--- config.mk ---
export PLATFORM = sky130hd
export DESIGN_NAME = digit_serial_adder
export DESIGN_NICKNAME = d
export VERILOG_FILES = /design/src/rtl/dsa_pkg.sv /design/src/rtl/digit_adder.sv /design/src/rtl/digit_serial_adder.sv
export SDC_FILE = /design/constraint.sdc
export NUM_CORES = 1
export LEC_CHECK = 0
export ABC_AREA = 1
export ABC_CLOCK_PERIOD_IN_PS = 5200
export BUFFER_PORTS_ARGS = -buffer_cell sky130_fd_sc_hd__buf_2
export CAP_MARGIN = 20
export CORE_MARGIN = 2
export CORE_UTILIZATION = 58
export DETAILED_ROUTE_END_ITERATION = 8
export GPL_TIMING_DRIVEN = 0
export PLACE_DENSITY = 0.82
export SETUP_SLACK_MARGIN = 0.1
export SYNTH_ARGS = -nofsm -noshare
export SYNTH_HDL_FRONTEND = slang
export SYNTH_SLANG_ARGS = --single-unit
--- constraint.sdc ---
create_clock -name clk -period 5.2 [get_ports clk]
set_clock_uncertainty 0.15 [all_clocks]
set_input_delay 0.52 -clock clk [delete_from_list [all_inputs] [get_ports clk]]
set_output_delay 0.52 -clock clk [all_outputs]
set_load 0.02 [all_outputs]
--- src/rtl/dsa_pkg.sv ---
// Shared types and helpers for the digit-serial adder.
// State encoding, operation codes and a width helper for the digit counter.
package dsa_pkg;

  typedef enum logic [1:0] {
    IDLE = 2'd0,
    RUN  = 2'd1,
    DONE = 2'd2
  } state_t;

  localparam logic OP_ADD = 1'b0;
  localparam logic OP_SUB = 1'b1;

  // Bits needed to count 0..value-1, never less than one so a
  // single-digit configuration still has a legal counter.
  function automatic int clog2(input int value);
    int r;
    r = 0;
    while ((1 << r) < value) r++;
    return (r < 1) ? 1 : r;
  endfunction

endpackage

--- src/rtl/digit_adder.sv ---
// Combinational DIGIT-bit ripple adder built from full-adder cells.
// c_msb exposes the carry into the top bit so the caller can form the
// two's-complement overflow flag on the most significant digit.
module digit_adder #(
  parameter int DIGIT = 2
) (
  input  logic [DIGIT-1:0] x,
  input  logic [DIGIT-1:0] y,
  input  logic             ci,
  output logic [DIGIT-1:0] s,
  output logic             co,
  output logic             c_msb
);

  logic [DIGIT:0] c;

  assign c[0] = ci;

  for (genvar i = 0; i < DIGIT; i++) begin : g_fa
    assign s[i]   = x[i] ^ y[i] ^ c[i];
    assign c[i+1] = (x[i] & y[i]) | (x[i] & c[i]) | (y[i] & c[i]);
  end

  assign co    = c[DIGIT];
  assign c_msb = c[DIGIT-1];

endmodule

--- src/rtl/digit_serial_adder.sv ---
// Digit-serial WIDTH-bit add/subtract with valid/ready handshakes.
// Processes DIGIT bits per clock, LSB digit first; results are registered
// and held until the next operation completes.
// Optional accumulator operand: define DIGIT_SERIAL_ADDER_ACCUM_EN.
module digit_serial_adder
  import dsa_pkg::*;
#(
  parameter int WIDTH = 8,
  parameter int DIGIT = 2
) (
  input  logic             clk,
  input  logic             rst,
  input  logic             in_valid,
  output logic             in_ready,
  input  logic [WIDTH-1:0] a,
  input  logic [WIDTH-1:0] b,
  input  logic             cin,
  input  logic             op_sub,
  input  logic             acc_sel,
  output logic             out_valid,
  input  logic             out_ready,
  output logic [WIDTH-1:0] sum,
  output logic             cout,
  output logic             ovf
);

  localparam int NDIG = WIDTH / DIGIT;
  localparam int CW   = clog2(NDIG);

  state_t           state, state_nxt;
  logic [WIDTH-1:0] sa, sb, res, a_src;
  logic             carry;
  logic [CW-1:0]    cnt;
  logic [DIGIT-1:0] d_s;
  logic             d_co, d_cmsb;
  logic             accept, last_digit;

  assign accept     = in_valid && in_ready;
  assign last_digit = (cnt == CW'(NDIG - 1));

  digit_adder #(.DIGIT(DIGIT)) u_digit (
    .x     (sa[DIGIT-1:0]),
    .y     (sb[DIGIT-1:0]),
    .ci    (carry),
    .s     (d_s),
    .co    (d_co),
    .c_msb (d_cmsb)
  );

`ifdef DIGIT_SERIAL_ADDER_ACCUM_EN
  logic [WIDTH-1:0] acc;

  assign a_src = acc_sel ? acc : a;

  // Accumulator follows every delivered result.
  always_ff @(posedge clk or posedge rst) begin
    if (rst) begin
      acc <= '0;
    end else if (out_valid && out_ready) begin
      acc <= sum;
    end
  end
`else
  logic unused_acc_sel;

  assign a_src          = a;
  assign unused_acc_sel = acc_sel;
`endif

  // State register.
  always_ff @(posedge clk or posedge rst) begin
    if (rst) state <= IDLE;
    else     state <= state_nxt;
  end

  // Next-state logic: accept, walk NDIG digits, hold until consumed.
  always_comb begin
    state_nxt = state;
    case (state)
      IDLE:    if (accept) state_nxt = RUN;
      RUN:     if (last_digit) state_nxt = DONE;
      DONE:    if (out_ready) state_nxt = IDLE;
      default: state_nxt = IDLE;
    endcase
  end

  // Handshake outputs; in_ready is also masked while reset is held.
  always_comb begin
    in_ready  = (state == IDLE) && !rst;
    out_valid = (state == DONE);
  end

  // Operand shift registers, running carry, result assembly and flags.
  always_ff @(posedge clk or posedge rst) begin
    if (rst) begin
      sa    <= '0;
      sb    <= '0;
      res   <= '0;
      carry <= 1'b0;
      cnt   <= '0;
      sum   <= '0;
      cout  <= 1'b0;
      ovf   <= 1'b0;
    end else if (state == IDLE) begin
      if (accept) begin
        sa    <= a_src;
        sb    <= (op_sub == OP_SUB) ? ~b : b;
        carry <= (op_sub == OP_SUB) ? 1'b1 : cin;
        cnt   <= '0;
      end
    end else if (state == RUN) begin
      sa    <= sa >> DIGIT;
      sb    <= sb >> DIGIT;
      res   <= WIDTH'({d_s, res} >> DIGIT);
      carry <= d_co;
      cnt   <= cnt + CW'(1);
      if (last_digit) begin
        sum  <= WIDTH'({d_s, res} >> DIGIT);
        cout <= d_co;
        ovf  <= d_co ^ d_cmsb;
      end
    end
  end

endmodule

### Yosys cells after proc, flatten, opt, wreduce, memory -nomap -nowiden

Cells that the tools add are included.

* register bits after elaboration: 39
* output and inout port bits: 12

* reduce and logical (&&, ||, !) cells: 9
* multiplexer cells: 18
* $add $sub $neg: 1
* equal/unequal tests: 6
* bitwise gates (word level): 17

Operators with widths (count)
* $mux 8: 7
* $mux 2: 6
* $not 8->8: 1
* $and 1x1->1: 6
* $pmux 2 s3: 1
* $reduce_and 3->1: 2
* $xor 1x1->1: 5
* $eq 2x2->1 const B: 2
* $mux 1: 4
* $ne 2x2->1 const B: 2
* $or 1x1->1: 4
* $reduce_and 2->1: 2
* $add 2x1->2 const B: 1
* $eq 2x1->1 const B: 1
* $logic_and 1x1->1: 2
* $logic_not 2->1: 1
* $ne 2x1->1 const B: 1
* $reduce_bool 2->1: 1
* $logic_not 1->1: 1
* $not 1->1: 1

### Longest topological paths before layout

Gate-level depths: netlist of run 1.

* depth in word-level cells: 8
* depth in mapped cells: 8
* depth with buffers taken out: 8

### Cells and area by module

A second synthesis of run 1 with hierarchy kept.

* cell total of the unflattened synthesis: 244
* area total of the unflattened synthesis: 1879.3 µm²

By module, submodules not included
* digit_serial_adder: area an instance 1805.5 µm², instances 1, seq. area each 925.9 µm², cells an instance 233
* digit_adder: area an instance 73.8 µm², instances 1, seq. area each 0.0 µm², cells an instance 11

### Worst setup path before layout of run 1

OpenSTA, ideal clock, no wires.

* path type: in2reg
* start point: input rst
* end point: register sb[2]
* cell stages on the path: 6
* path slack: 2.994 ns
* buffers on the path: 2
* required time: 4.933 ns
* setup time: 0.117 ns
* data arrival time: 1.939 ns
* path through: inv_1 -> nand3_2 -> buf_6 -> buf_6 -> nand3_1 -> nand2_1

* word-level cells in the longest chain between the ends: 5

Ends and longest elaborated chain
* from (decl): RTL line digit_serial_adder.sv:12 `input logic rst,`
* $logic_not 1->1 (no line)
* $logic_and 1x1->1: RTL line digit_serial_adder.sv:89 `in_ready = (state == IDLE) && !rst;`
* $logic_and 1x1->1: RTL line digit_serial_adder.sv:38 `assign accept = in_valid && in_ready;`
* $ne 2x2->1 (no line)
* $reduce_and 2->1 (no line)
* to (signal assigned): RTL line digit_serial_adder.sv:107 `sb <= (op_sub == OP_SUB) ? ~b : b;`
* to (signal assigned): RTL line digit_serial_adder.sv:113 `sb <= sb >> DIGIT;`
* to (decl): RTL line digit_serial_adder.sv:31 `logic [WIDTH-1:0] sa, sb, res, a_src;`

Every way passes these cells.
A chain may end at the register's enable or synchronous reset.

### Worst setup path after layout of run 1

* start point: register state[0]
* end point: output in_ready

* word-level cells in the longest chain between the ends: 2

Ends and longest elaborated chain
* from (decl): RTL line digit_serial_adder.sv:30 `state_t state, state_nxt;`
* from (signal assigned): RTL line digit_serial_adder.sv:73 `else state <= state_nxt;`
* $logic_not 2->1: RTL line digit_serial_adder.sv:89
* $logic_and 1x1->1: RTL line digit_serial_adder.sv:89
* to (decl): RTL line digit_serial_adder.sv:14 `output logic in_ready,`

Every way passes these cells.

==> results of run 1 <==
## metrics by stage
stage	utilization	hold WS [ns]	instances	setup WS, ns
floorplan	-	0.292	231	2.99
global placement	0.671	0.302	307	2.52
detailed placement	0.671	0.318	307	3.02
CTS	0.688	0.171	315	3.03
global route	0.688	0.169	315	2.93
finish	0.688	0.154	315	3.06
## registers in the layout, summed over array words and instances (netlist names)
signal  flops
carry       1
cnt         2
cout        1
ovf         1
res         6
sa          8
sb          8
state       2
sum         8
## power by group through the flow
stage          registers, W  clock network, W  logic (W)
3_3_place_gp       0.000478                 0   0.000570
4_1_cts            0.000479          0.000151   0.000589
2_1_floorplan      0.000510                 0   0.000400
5_1_grt            0.000494          0.000161   0.000676
3_5_place_dp       0.000485                 0   0.000585
6_report           0.000479          0.000146   0.000583
## synth_stat cells
master	count
dfrtp_1	37
ha_1	1
nor2_1	5
nand2_1	99
nor2_4	1
inv_2	1
clkbuf_1	2
nand3_1	24
nand3_2	1
fa_1	2
buf_2	5
buf_4	1
o21ai_0	20
xnor2_1	3
o31ai_1	1
nand2_2	1
buf_6	3
inv_1	24
## logic make-up (layout without fill, tap and decap cells)
family                     Yosys count  after routing
xor gates and xnor gates             3              3
buffers and inverters               36             76
DFF                                 37             37
adders and majority gates            3              3
and+or+nand+nor                    131            131
AOI/OAI and AO/OA                   21             21
## layout make-up
class / instances / area, um^2
clock buffer: 6 / 41.3
buffer: 11 / 73.8
multi-input combinational: 158 / 724
sequential: 37 / 926
tap: 44 / 55.1
timing repair buffer: 32 / 160
inverter: 25 / 93.8
fill: 275 / 943
clock inverter: 2 / 10.0
## routing by layer
| layer | up-vias | GRT usage | share of wire | wire length [um] |
|---|---|---|---|---|
| li1 | 791 | - | - | - |
| met1 | 717 | 0.282 | 0.44 | 1550 |
| met2 | 62 | 0.363 | 0.48 | 1700 |
| met3 | 5 | 0.0584 | 0.067 | 237 |
| met4 | 0 | 0.0921 | 0.011 | 40 |
| met5 | - | 0 | 0 | 0 |
## worst max-delay path by stage
stage	from	end	slack [ns]	depth (start not counted)
2_1_floorplan	rst	sb[2]	2.99	6
4_1_cts	state[0]	in_ready	3.03	4
6_report	state[0]	in_ready	3.06	4
5_1_grt	state[0]	in_ready	2.93	4
3_3_place_gp	rst	sb[5]	2.52	7
3_5_place_dp	rst	sb[4]	3.02	7
==> impl_metrics.ini, run 1 <==
[run_status]
status = finished clean

[grt]
grt_start_max_net_pins = 39
grt_usage = 0.223
grt_first_pass_wirelength_mm = 5.83
grt_pass1_vias = 1349
grt_remaining_overflow = 0
antenna_found_initial = 0

[power_and_ir_drop]
p_leak_nw = 1.20
combPwrFrac = 0.483
netSwitchingFraction = 0.443
p_int_w = 0.000673
ir_drop_mv = 0.236
clkPwrFrac = 0.121
p_total_w = 0.00121
power_density_mw_per_mm2 = 579
switchingPower_w = 0.000535
seqPwrFrac = 0.397

[synthesis]
yosysWarningCount = 0
muxShareOfSynthArea = 0
synth_xor_area_frac = 0.0145
yosys_register_bits = 37
yosys.area.top_type_share = 0.509
synth_simple_gate_area_share = 0.296
synth_area_mm2 = 0.00182
syn_inst = 231
ys_seq_area_frac = 0.509
syn_nets = 257
synth_fa_ha_area_frac = 0.0289
ys_types = 18
ys_top_cells_by_area = dfrtp_1, nand2_1, nand3_1
synth_area_leader_cell = dfrtp_1
syn_avg_cell_area_um2 = 7.87
synth-compound-area-share = 0.0592
synth_top_family_by_area = simple AND/OR/NAND/NOR gates

[clock_tree]
cts_tree = built
post_cts_buffers = 0
path_clk_slew_ns = 0.11
cts_buffer_depth = 2
cts_made_buffers = 5
clk_latency_ns = 0.35
htreeDepth = 2
numClockSinks = 37
postCtsHoldBufs = 0
cts_resized = 0
root_buffer = clkbuf_4

[critical_path]
rrSetupSlack_ns = 3.35
rr_endpoint = ovf
critPathMaxStageDelay_ns = 0.47
critPathArrivalTime_ns = 1.47
cp.required_ns = 4.53
worst-r2r-cell-count = 5
regToRegStartpoint = sa[0]
path_buf_inv = 2
crit_chain = nor2_4 > inv_2 > nor2_1 > buf_2
start_kind = register
cp_top_family = flip-flops
cp_slowest_cell = dfrtp_1
cp_max_fo = 8
critPathCaptureType = primary output
path_class = register to primary output

[sta]
rsz0062_at_grt = no
maxSlewHeadroom = 0.494
report.final.slew_viol_count = 0
tightest_slew_ns = 0.758
fin_setup_tns_ns = 0
period_share = 0.411
hold_viol = 0
setup_viol = 0
max_freq_mhz = 468
fin_crit_ns = 2.14

[place]
port_buffers = 32
gp_congestion = 0.776
dp_hpwl_mm = 2.50
place_area_mm2 = 0.00203

[floorplanning]
fp-row-count = 20
die_w_um = 60.0
die_y_um = 60.0
core_area_mm2 = 0.00303
initial_core_util = 0.600
dieArea_mm2 = 0.00360
pin_count = 35

[finish]
nets = 296
final_cell_mix = nand2_1, buf_2, dfrtp_1, nand3_1, inv_1
syn_to_final_growth_pct = 14.7
final_area_mm2 = 0.00208
n_antenna_cell = 0
final_common_cell = nand2_1
drive_gt1_frac = 0.196

[drt]
vias = 1575
drtPass1Iterations = 5
drt.antenna.violating_nets = 0
drc = 0
wirelength_mm = 3.53
via_per_inst = 5.00
detail_route.wl_per_cell_um = 11.2
drt_first_iter_violations = 97

[flow_run]
drv_cap = 0

[worst_hold_path]
hold_class = primary input to asynchronous set/reset pin
(Power assumes the default switching activity.)
==> run 2: changes to the inputs <==
--- a/config.mk
+++ b/config.mk
@@ -5,15 +5,15 @@
 export SDC_FILE = /design/constraint.sdc
 export NUM_CORES = 1
 export LEC_CHECK = 0
-export ABC_AREA = 1
-export ABC_CLOCK_PERIOD_IN_PS = 5200
+export ABC_AREA = 0
+export ABC_CLOCK_PERIOD_IN_PS = 1800
 export BUFFER_PORTS_ARGS = -buffer_cell sky130_fd_sc_hd__buf_2
 export CAP_MARGIN = 20
 export CORE_MARGIN = 2
-export CORE_UTILIZATION = 58
+export CORE_UTILIZATION = 49
 export DETAILED_ROUTE_END_ITERATION = 8
 export GPL_TIMING_DRIVEN = 0
-export PLACE_DENSITY = 0.82
+export PLACE_DENSITY = 0.74
 export SETUP_SLACK_MARGIN = 0.1
 export SYNTH_ARGS = -nofsm -noshare
 export SYNTH_HDL_FRONTEND = slang
==> constraint.sdc (replaced) <==
create_clock -name clk -period 1.8 [get_ports clk]
set_clock_uncertainty 0.15 [all_clocks]
set_input_delay 0.18 -clock clk [delete_from_list [all_inputs] [get_ports clk]]
set_output_delay 0.18 -clock clk [all_outputs]
set_load 0.02 [all_outputs]
==> run 2 against run 1 <==
Against the previous run:
- die area grew 13%
- sequential share of layout area shrank 3.7 points
- setup slack worse by 3.0 ns
- non-clock buffer count increased by 15
- area after synthesis down 3.5%
- largest cell class unchanged
- highest routed layer unchanged
==> impl_metrics.ini, run 2 <==
[finish]
final_common_cell = dfrtp_1
syn_to_final_growth_pct = 29.7
top_regs = sa x8, sb x8, sum x8
final_cell_mix = dfrtp_1, buf_2, mux2_2, o21ai_0, buf_4
nets = 227
n_antenna_cell = 0
drive_gt1_frac = 0.493

[clock_tree]
root_buffer = clkbuf_4
cts_buffer_depth = 2
clk_latency_ns = 0.34
cts_tree = built
numClockSinks = 37
path_clk_slew_ns = 0.11
cts_made_buffers = 5
htreeDepth = 2

[floorplanning]
fp-row-count = 21
initial_core_util = 0.518
die_y_um = 63.8
dieArea_mm2 = 0.00407
pin_count = 35
die_w_um = 63.8
core_area_mm2 = 0.00339

[critical_path]
rrSetupSlack_ns = 0.12
rr_endpoint = res[7]
critPathLaunch = state[1]
critPathArrivalTime_ns = 1.41
cp.required_ns = 1.47
cp_max_fo = 8
critPathCaptureType = primary output
worst-r2r-cell-count = 4
regToRegStartpoint = sa[0]
start_kind = register
path_class = register to primary output

[worst_hold_path]
hold_class = primary input to register
hold_path_depth = 3
min_from = in_valid
hold_end = sb[6]

[synthesis]
syn_inst = 143
synth_area_mm2 = 0.00175
yosys.area.top_type_share = 0.528
synth_area_leader_cell = dfrtp_1
ys_top_cells_by_area = dfrtp_1, mux2_2, mux2i_1
async_flop_share = 1.00
ys_seq_area_frac = 0.528
yosysWarningCount = 0
synth_commonest_cells = dfrtp_1, mux2_2, o21ai_0
synth.most_common_cell = dfrtp_1
synthFlopType = dfrtp_1
syn_nets = 169
syn_avg_cell_area_um2 = 12.3
ys_types = 25
synth_edf_count = 0
yosys_register_bits = 37

[grt]
grt_pass1_vias = 1340
grt_usage = 0.180
grt_start_max_net_pins = 23
antenna_found_initial = 0
grt_first_pass_wirelength_mm = 5.75
grt_remaining_overflow = 0

[place]
place_ws_ns = 0.00822
dp_hpwl_mm = 2.27
gp_congestion = 0.762
port_buffers = 32

[sta]
setup_viol = 0
report.final.slew_viol_count = 0
rsz0062_at_grt = yes
max_freq_mhz = 575
period_share = 0.966
maxSlewHeadroom = 0.405
setup_slack_ns = 0.0619
fin_crit_ns = 1.74
fin_setup_tns_ns = 0
hold_slack_ns = 0.0332
hold_viol = 0
tightest_slew_ns = 0.892

[flow_run]
drv_cap = 0

[power_and_ir_drop]
power_density_mw_per_mm2 = 1800
p_leak_nw = 1.12
ir_drop_mv = 0.785

[drt]
via_per_inst = 4.96
vias = 1226
drtPass1Iterations = 4
drt.antenna.violating_nets = 0
detail_route.wl_per_cell_um = 13.0
wirelength_mm = 3.21
drt_first_iter_violations = 31
drc = 0

[run_status]
status = finished clean
## run 2: cell count changes in the layout (fill, tap and decap cells not counted), sizes merged, moves of 6 or more
cell and delta:
dlygate4sd3 +6, buf +9, inv -14, mux2 +25, nand2 -91, nand3 -25
mux2i +10
## run 2: power by group
group | switching, W | total, W | internal, W
Combinational | 0.00104 | 0.00223 | 0.00119
Clock | 0.000251 | 0.000435 | 0.000184
Sequential | 0.000193 | 0.00142 | 0.00123
## run 2: per-stage QoR
stage | area (um^2) | utilization | total power [W] | instances
finish | 2270 | 0.671 | 0.00409 | 247
detailed placement | 2000 | 0.591 | 0.00327 | 222
CTS | 2170 | 0.640 | 0.00383 | 238
global placement | 1980 | 0.583 | 0.00320 | 221
floorplan | 1760 | - | 0.00284 | 143
global route | 2270 | 0.671 | 0.00444 | 247
## run 2: worst max-delay path, cell delays in order, from the launching register on
cell and delay [ns]:
dfrtp_2 0.44, or2_4 0.28, buf_8 0.15, nor2_4 0.08, buf_6 0.12
## run 2: routing by layer
metal  part of all wire  global-route usage  vias up  wire [um]
met1               0.44               0.219      589       1400
met4              0.014              0.0652        0         45
li1                   -                   -      596          -
met2               0.49               0.303       36       1580
met3              0.055              0.0528        5        178
met5                  0                   0        -          0
## run 2: final cells by class
cell class	count	area, um^2
Tap cell	46	57.6
Multi-Input combinational cell	88	790
Sequential cell	37	927
Buffer	7	60.1
Timing Repair Buffer	51	344
Inverter	11	41.3
Fill cell	255	1110
Clock buffer	7	55.1
## run 2: how the worst max path moves through the flow
stage                    end  slack (ns)  depth (start not counted)
floorplan             res[7]        0.09                          4
global placement       sb[3]        0.02                          5
detailed placement     sb[3]       0.008                          5
CTS                 in_ready        0.01                          4
global route        in_ready      0.0008                          4
finish              in_ready        0.06                          4
## run 2: cells by family after synthesis
kind of cell | after synthesis | synth area share
XOR/XNOR | 9 | 0.0449
AND/OR/NAND/NOR | 20 | 0.0642
multiplexers | 35 | 0.220
flip-flops | 37 | 0.528
buffers and inverters | 18 | 0.0492
AO/OA/AOI/OAI | 21 | 0.0642
adder cells (fa/ha/maj) | 3 | 0.0300
## run 2: timing repair
item / 4_1_cts / 5_1_grt
endpoints found under the setup margin: 9 / 14
endpoints found under the hold margin: 26 / 0
buffers inserted: 3 / 9
pin swaps: 5 / 5
gates resized for setup: 11 / 16
hold buffers: 6 / 0
